<file path="config.mk">
export PLATFORM = sky130hd
export DESIGN_NAME = ycbcr2rgb
export DESIGN_NICKNAME = d
export VERILOG_FILES = /design/src/rtl/ycbcr_pkg.sv /design/src/rtl/ycbcr_clamp.sv /design/src/rtl/ycbcr2rgb.sv
export SDC_FILE = /design/constraint.sdc
export NUM_CORES = 1
export LEC_CHECK = 0
export BUFFER_PORTS_ARGS = -buffer_cell sky130_fd_sc_hd__buf_2
export CAP_MARGIN = 5
export CORE_MARGIN = 4
export CORE_UTILIZATION = 45
export CTS_CLUSTER_DIAMETER = 80
export CTS_CLUSTER_SIZE = 8
export DETAILED_ROUTE_END_ITERATION = 10
export SYNTH_ARGS = -nofsm -noshare
export SYNTH_HDL_FRONTEND = slang
export SYNTH_SLANG_ARGS = --single-unit
export TNS_END_PERCENT = 50
</file>
<file path="constraint.sdc">
create_clock -name clk -period 6.65 [get_ports clk]
set_clock_uncertainty 0.15 [all_clocks]
set_input_delay 0.9975 -clock clk [delete_from_list [all_inputs] [get_ports clk]]
set_output_delay 0.9975 -clock clk [all_outputs]
set_load 0.01 [all_outputs]
</file>
<file path="src/rtl/ycbcr_pkg.sv">
// Shared constants and types for the YCbCr -> RGB converter.
// Coefficients are the full-range BT.601 matrix scaled by 256.
package ycbcr_pkg;

  localparam int SUM_W      = 19;
  localparam int PIPE_DEPTH = 4;

  localparam int C_R_CR = 359;
  localparam int C_G_CB = 88;
  localparam int C_G_CR = 183;
  localparam int C_B_CB = 454;

  localparam int OFFSET = 128;
  localparam int ROUND  = 128;

  typedef logic signed [SUM_W-1:0] sum_t;
  typedef logic signed [8:0]       chroma_t;

  typedef struct packed {
    logic vs;
    logic hs;
    logic de;
  } sync_t;

endpackage

</file>
<file path="src/rtl/ycbcr_clamp.sv">
// Saturates a rounded 19-bit signed sum (value scaled by 256) to an 8-bit pixel.
module ycbcr_clamp
  import ycbcr_pkg::*;
(
  input  logic signed [SUM_W-1:0] sum_i,
  output logic [7:0]              pix_o
);

  // Sign bit catches every negative result; bits above 15 flag values past 255.
  always_comb begin
    pix_o = sum_i[15:8];
    if (sum_i[SUM_W-1]) begin
      pix_o = 8'd0;
    end else if (|sum_i[SUM_W-2:16]) begin
      pix_o = 8'd255;
    end
  end

endmodule

</file>
<file path="src/rtl/ycbcr2rgb.sv">
// Free-running 4-stage full-range YCbCr -> RGB converter with sync/qualifier
// delay matched to the datapath; one sample per clock, never stalls.
module ycbcr2rgb
  import ycbcr_pkg::*;
#(
  parameter bit BLANK_ZERO = 1'b1
) (
  input  logic       clk,
  input  logic       rst_n,
  input  logic       i_vs,
  input  logic       i_hs,
  input  logic       i_de,
  input  logic [7:0] i_y,
  input  logic [7:0] i_cb,
  input  logic [7:0] i_cr,
  output logic       o_vs,
  output logic       o_hs,
  output logic       o_de,
  output logic [7:0] o_r,
  output logic [7:0] o_g,
  output logic [7:0] o_b
);

  logic [7:0] yS1_q;
  chroma_t    cbOffS1_q, crOffS1_q;
  chroma_t    cbOffS1_d, crOffS1_d;

  sum_t yScaledS2_q, prodRCrS2_q, prodGCbS2_q, prodGCrS2_q, prodBCbS2_q;
  sum_t yScaledS2_d, prodRCrS2_d, prodGCbS2_d, prodGCrS2_d, prodBCbS2_d;

  sum_t sumRS3_q, sumGS3_q, sumBS3_q;
  sum_t sumRS3_d, sumGS3_d, sumBS3_d;

  logic [7:0] rS4_q, gS4_q, bS4_q;
  logic [7:0] rS4_d, gS4_d, bS4_d;
  logic [7:0] rClamp, gClamp, bClamp;

  sync_t syncPipe_q [PIPE_DEPTH];

  // Stage arithmetic: chroma offset, four chroma products plus 256*Y, rounded sums.
  always_comb begin
    cbOffS1_d   = chroma_t'({1'b0, i_cb} - 9'(OFFSET));
    crOffS1_d   = chroma_t'({1'b0, i_cr} - 9'(OFFSET));

    yScaledS2_d = sum_t'({3'b000, yS1_q, 8'h00});
    prodRCrS2_d = sum_t'(crOffS1_q) * sum_t'(C_R_CR);
    prodGCbS2_d = sum_t'(cbOffS1_q) * sum_t'(C_G_CB);
    prodGCrS2_d = sum_t'(crOffS1_q) * sum_t'(C_G_CR);
    prodBCbS2_d = sum_t'(cbOffS1_q) * sum_t'(C_B_CB);

    sumRS3_d    = yScaledS2_q + prodRCrS2_q + sum_t'(ROUND);
    sumGS3_d    = yScaledS2_q - prodGCbS2_q - prodGCrS2_q + sum_t'(ROUND);
    sumBS3_d    = yScaledS2_q + prodBCbS2_q + sum_t'(ROUND);
  end

  ycbcr_clamp uClampR (.sum_i(sumRS3_q), .pix_o(rClamp));
  ycbcr_clamp uClampG (.sum_i(sumGS3_q), .pix_o(gClamp));
  ycbcr_clamp uClampB (.sum_i(sumBS3_q), .pix_o(bClamp));

  // Blanking uses the qualifier that travels alongside stage 3's data.
  always_comb begin
    rS4_d = rClamp;
    gS4_d = gClamp;
    bS4_d = bClamp;
    if (BLANK_ZERO && !syncPipe_q[PIPE_DEPTH-2].de) begin
      rS4_d = 8'd0;
      gS4_d = 8'd0;
      bS4_d = 8'd0;
    end
  end

  always_ff @(posedge clk) begin
    if (!rst_n) begin
      yS1_q       <= '0;
      cbOffS1_q   <= '0;
      crOffS1_q   <= '0;
      yScaledS2_q <= '0;
      prodRCrS2_q <= '0;
      prodGCbS2_q <= '0;
      prodGCrS2_q <= '0;
      prodBCbS2_q <= '0;
      sumRS3_q    <= '0;
      sumGS3_q    <= '0;
      sumBS3_q    <= '0;
      rS4_q       <= '0;
      gS4_q       <= '0;
      bS4_q       <= '0;
      for (int i = 0; i < PIPE_DEPTH; i++) syncPipe_q[i] <= '0;
    end else begin
      yS1_q       <= i_y;
      cbOffS1_q   <= cbOffS1_d;
      crOffS1_q   <= crOffS1_d;
      yScaledS2_q <= yScaledS2_d;
      prodRCrS2_q <= prodRCrS2_d;
      prodGCbS2_q <= prodGCbS2_d;
      prodGCrS2_q <= prodGCrS2_d;
      prodBCbS2_q <= prodBCbS2_d;
      sumRS3_q    <= sumRS3_d;
      sumGS3_q    <= sumGS3_d;
      sumBS3_q    <= sumBS3_d;
      rS4_q       <= rS4_d;
      gS4_q       <= gS4_d;
      bS4_q       <= bS4_d;
      syncPipe_q[0] <= '{vs: i_vs, hs: i_hs, de: i_de};
      for (int i = 1; i < PIPE_DEPTH; i++) syncPipe_q[i] <= syncPipe_q[i-1];
    end
  end

  assign o_vs = syncPipe_q[PIPE_DEPTH-1].vs;
  assign o_hs = syncPipe_q[PIPE_DEPTH-1].hs;
  assign o_de = syncPipe_q[PIPE_DEPTH-1].de;
  assign o_r  = rS4_q;
  assign o_g  = gS4_q;
  assign o_b  = bS4_q;

endmodule

</file>
==> run_results.csv <==
group,metric,value,unit
cells_and_area,fin_cells,1528,
sta,hold_violations,0,
sta,setup_tns,0,ns
die,ios,56,
pwr,clock_power_share,27.6,%
critical_path,setup.worst_path.end,"prodRCrS2_q[16]$_SDFF_PN0_",
clocking,cts.hold.buffers_added,0,
logic_synthesis,yosysMostFrequentCell,"inv_1",
global_routing,grt_pass1_wl,33700,µm
sta,hold_slack,0.281,ns
logic_synthesis,syn-instance-count,1140,
global_routing,grt_usage,15.7,%
min_path,min_path_type,"flip-flop to flip-flop",
cells_and_area,fin_util,51.3,%
logic_synthesis,synthTopCellsByArea,"dfxtp_1, ha_1, fa_1",
pwr,pwr-share-comb,41.6,%
cells_and_area,num-fill-cells,2222,
flow_run,cap_violations,0,
clocking,post_cts_buffers,0,
critical_path,start_kind,"flip-flop",
cells_and_area,insertedDiodeCount,0,
critical_path,timing.rr.start,"crOffS1_q[1]$_SDFF_PN0_",
die,row_count,56,
sta,drv_slew,0,
logic_synthesis,ys_warn_count,0,
sta,fin_crit,5.02,ns
cells_and_area,layout-drive-gt1-share,8.77,%
drt,post_drt_wl_per_cell,13.0,µm
drt,drt_iter0_markers,263,
clocking,ctsResizeCount,0,
global_routing,grt_pass1_vias,7012,
drt,postRouteAntennaNets,0,
critical_path,crit_required,6.81,ns
logic_synthesis,ys_ff_latch,157,
outcome,outcome,"complete, no violations",
pwr,powerDensity,307,nW/µm²
cells_and_area,stdcell_area,12200,µm²
pwr,swShare,35.6,%
drt,routed_wl,19900,µm
logic_synthesis,synth_top_cells_by_count,"inv_1, ha_1, dfxtp_1, and2_1, fa_1",
pwr,leakagePower,6.06,nW
sta,period_share,75.5,%
critical_path,setup.worst_path.class,"flip-flop to flip-flop",
drt,viasPerCell,4.74,
pwr,vdd_drop_max,0.148,mV
placed_design,gp_congestion,0.877,
drt,first_pass_iters,5,
critical_path,path_max_fanout,10,
cells_and_area,area_growth,11.4,%
global_routing,grt.overflow.total,0,
clocking,clk_latency,0.42,ns
die,dieArea,26800,µm²
die,die_h,164,µm
critical_path,worstSetupStartpoint,"crOffS1_q[1]$_SDFF_PN0_",
sta,setup_ws,1.63,ns
cells_and_area,finalNetCount,1475,
min_path,min-delay-start,"yS1_q[5]$_SDFF_PN0_",
placed_design,dp_hpwl,15900,µm
sta,max_freq,199,MHz
clocking,path_clk_slew,0.07,ns
critical_path,rr_worst_depth,15,
placed_design,post-place-ws,1.61,ns
drt,via_count,7237,
placed_design,port_buffers,55,
logic_synthesis,synth-seq-area-share,28.8,%
die,start_util,46.1,%
logic_synthesis,synth_area_per_cell,9.58,µm²
logic_synthesis,yosys.area.top_type,"dfxtp_1",
logic_synthesis,synth_cell_type_count,53,
logic_synthesis,synth-edff-count,0,
sta,maxSlewHeadroom,33.3,%
clocking,numCtsBuffers,17,
global_routing,antenna_found_initial,0,
critical_path,crit_path_end_kind,"flip-flop",
placed_design,placed_cells,1496,
pwr,switchingPower,1.33,mW
pwr,totalPowerFinal,3.74,mW
sta,rsz0062_at_grt,"no",
critical_path,reg2reg_slack,1.63,ns
die,die-width,164,µm
logic_synthesis,synth_nets,1419,
die,coreArea,23700,µm²
logic_synthesis,ys.flop_type,"dfxtp_1",
clocking,cts_tree,"built",
clocking,cts.root.buffer_cell,"clkbuf_16",
critical_path,r2r-end,"prodRCrS2_q[16]$_SDFF_PN0_",
pwr,p_int,2.41,mW
cells_and_area,multi_input_area,6970,µm²
critical_path,arrival,5.18,ns
placed_design,placed_area,11500,µm²
logic_synthesis,synth_top_area_share,28.8,%
sta,worstMarginPinSlew,0.988,ns
clocking,htreeDepth,4,
cells_and_area,seqCellArea,3140,µm²
global_routing,grt_start_max_net_pins,90,
pwr,power_frac_seq,30.8,%
clocking,clockBufferDepth,2,
drt,drc_errors,0,
logic_synthesis,syn_area,10900,µm²
clocking,cts.sinks,157,
sta,setup_viol,0,
logic_synthesis,synthArstFlopShare,0,%
==> worst min-delay path by stage <==
stage | endpoint | slack [ns] | cells past startpoint
after floorplan | syncPipe_q[0][10]$_SDFF_PN0_ | 0.26 | 1
after global placement | yScaledS2_q[14]$_SDFF_PN0_ | 0.26 | 1
after detailed placement | syncPipe_q[0][11]$_SDFF_PN0_ | 0.27 | 1
after CTS | syncPipe_q[0][11]$_SDFF_PN0_ | 0.28 | 1
after global routing | yScaledS2_q[8]$_SDFF_PN0_ | 0.30 | 1
final | yScaledS2_q[13]$_SDFF_PN0_ | 0.28 | 1
==> metal layers <==
metal  vias up  part of all wire [%]  global-route usage [%]
met5         -                     0                       0
met4         0                   1.1                    3.85
met3        15                   3.2                    2.79
met2       105                    45                    24.6
met1      3307                    51                    22.4
li1       3810                     -                       -
==> cell usage in the layout, fill, tap and decap left out, types with 5 or more instances in the layout <==
cell | netlist | final
xnor2_1 | 49 | 49
a21boi_0 | 5 | 5
o21bai_1 | 6 | 6
a21o_1 | 18 | 18
and3_1 | 5 | 5
mux2i_1 | 6 | 6
clkbuf_16 | 0 | 17
nand3_1 | 9 | 9
fa_1 | 70 | 70
and2_1 | 100 | 100
o21a_1 | 35 | 35
ha_1 | 180 | 180
nor2_1 | 48 | 48
dfxtp_1 | 157 | 157
inv_6 | 0 | 7
nand2_1 | 27 | 27
xor2_1 | 18 | 18
a21oi_1 | 54 | 54
o21ai_0 | 34 | 34
buf_2 | 2 | 54
nor3_1 | 12 | 12
nor2b_1 | 22 | 22
nor3b_1 | 9 | 9
or2_2 | 10 | 10
and3b_1 | 6 | 6
inv_1 | 193 | 193
==> kinds of logic after synthesis <==
group / synth area share (%)
flip-flops: 28.8
adder cells (fa/ha/maj): 33.5
AND/OR/NAND/NOR: 13.5
AO/OA/AOI/OAI: 10.9
multiplexers: 0.550
buffers and inverters: 7.38
XOR/XNOR: 5.38
==> registers in the layout (all words and copies together) (netlist names) <==
signal / cells
crOffS1_q: 8
prodGCbS2_q: 14
prodRCrS2_q: 14
o_g: 8
syncPipe_q: 12
sumRS3_q: 11
sumGS3_q: 11
o_r: 8
prodBCbS2_q: 12
prodGCrS2_q: 16
o_b: 8
sumBS3_q: 11
cbOffS1_q: 8
yScaledS2_q: 8
yS1_q: 8
==> power by group through the flow <==
stage               logic, mW  registers [mW]  clock network, mW
finish                   1.55            1.15               1.03
global route             1.79            1.17               1.10
CTS                      1.56            1.15               1.07
detailed placement       1.54            1.17                  0
global placement         1.53            1.17                  0
floorplan                1.24            1.16                  0
==> cell type report <==
class	instances	share of cell area (%)
well taps	319	3.28
repair buffers	58	2.47
clock buffers	17	3.50
inverters	193	5.96
multi-input cells	769	57.3
clock inverters	15	1.63
flip-flops and latches	157	25.9
==> critical path, cell delays in order, from the launching register on <==
cell	delay [ns]
dfxtp_1	0.63
inv_1	0.09
ha_1	0.35
fa_1	0.50
fa_1	0.49
inv_1	0.05
fa_1	0.43
fa_1	0.38
ha_1	0.33
a21o_1	0.17
a21o_1	0.18
a221oi_2	0.47
o21ai_1	0.18
a21oi_1	0.25
xor2_1	0.08
and2_1	0.16
No activity file was read; power rests on OpenSTA's default activity.
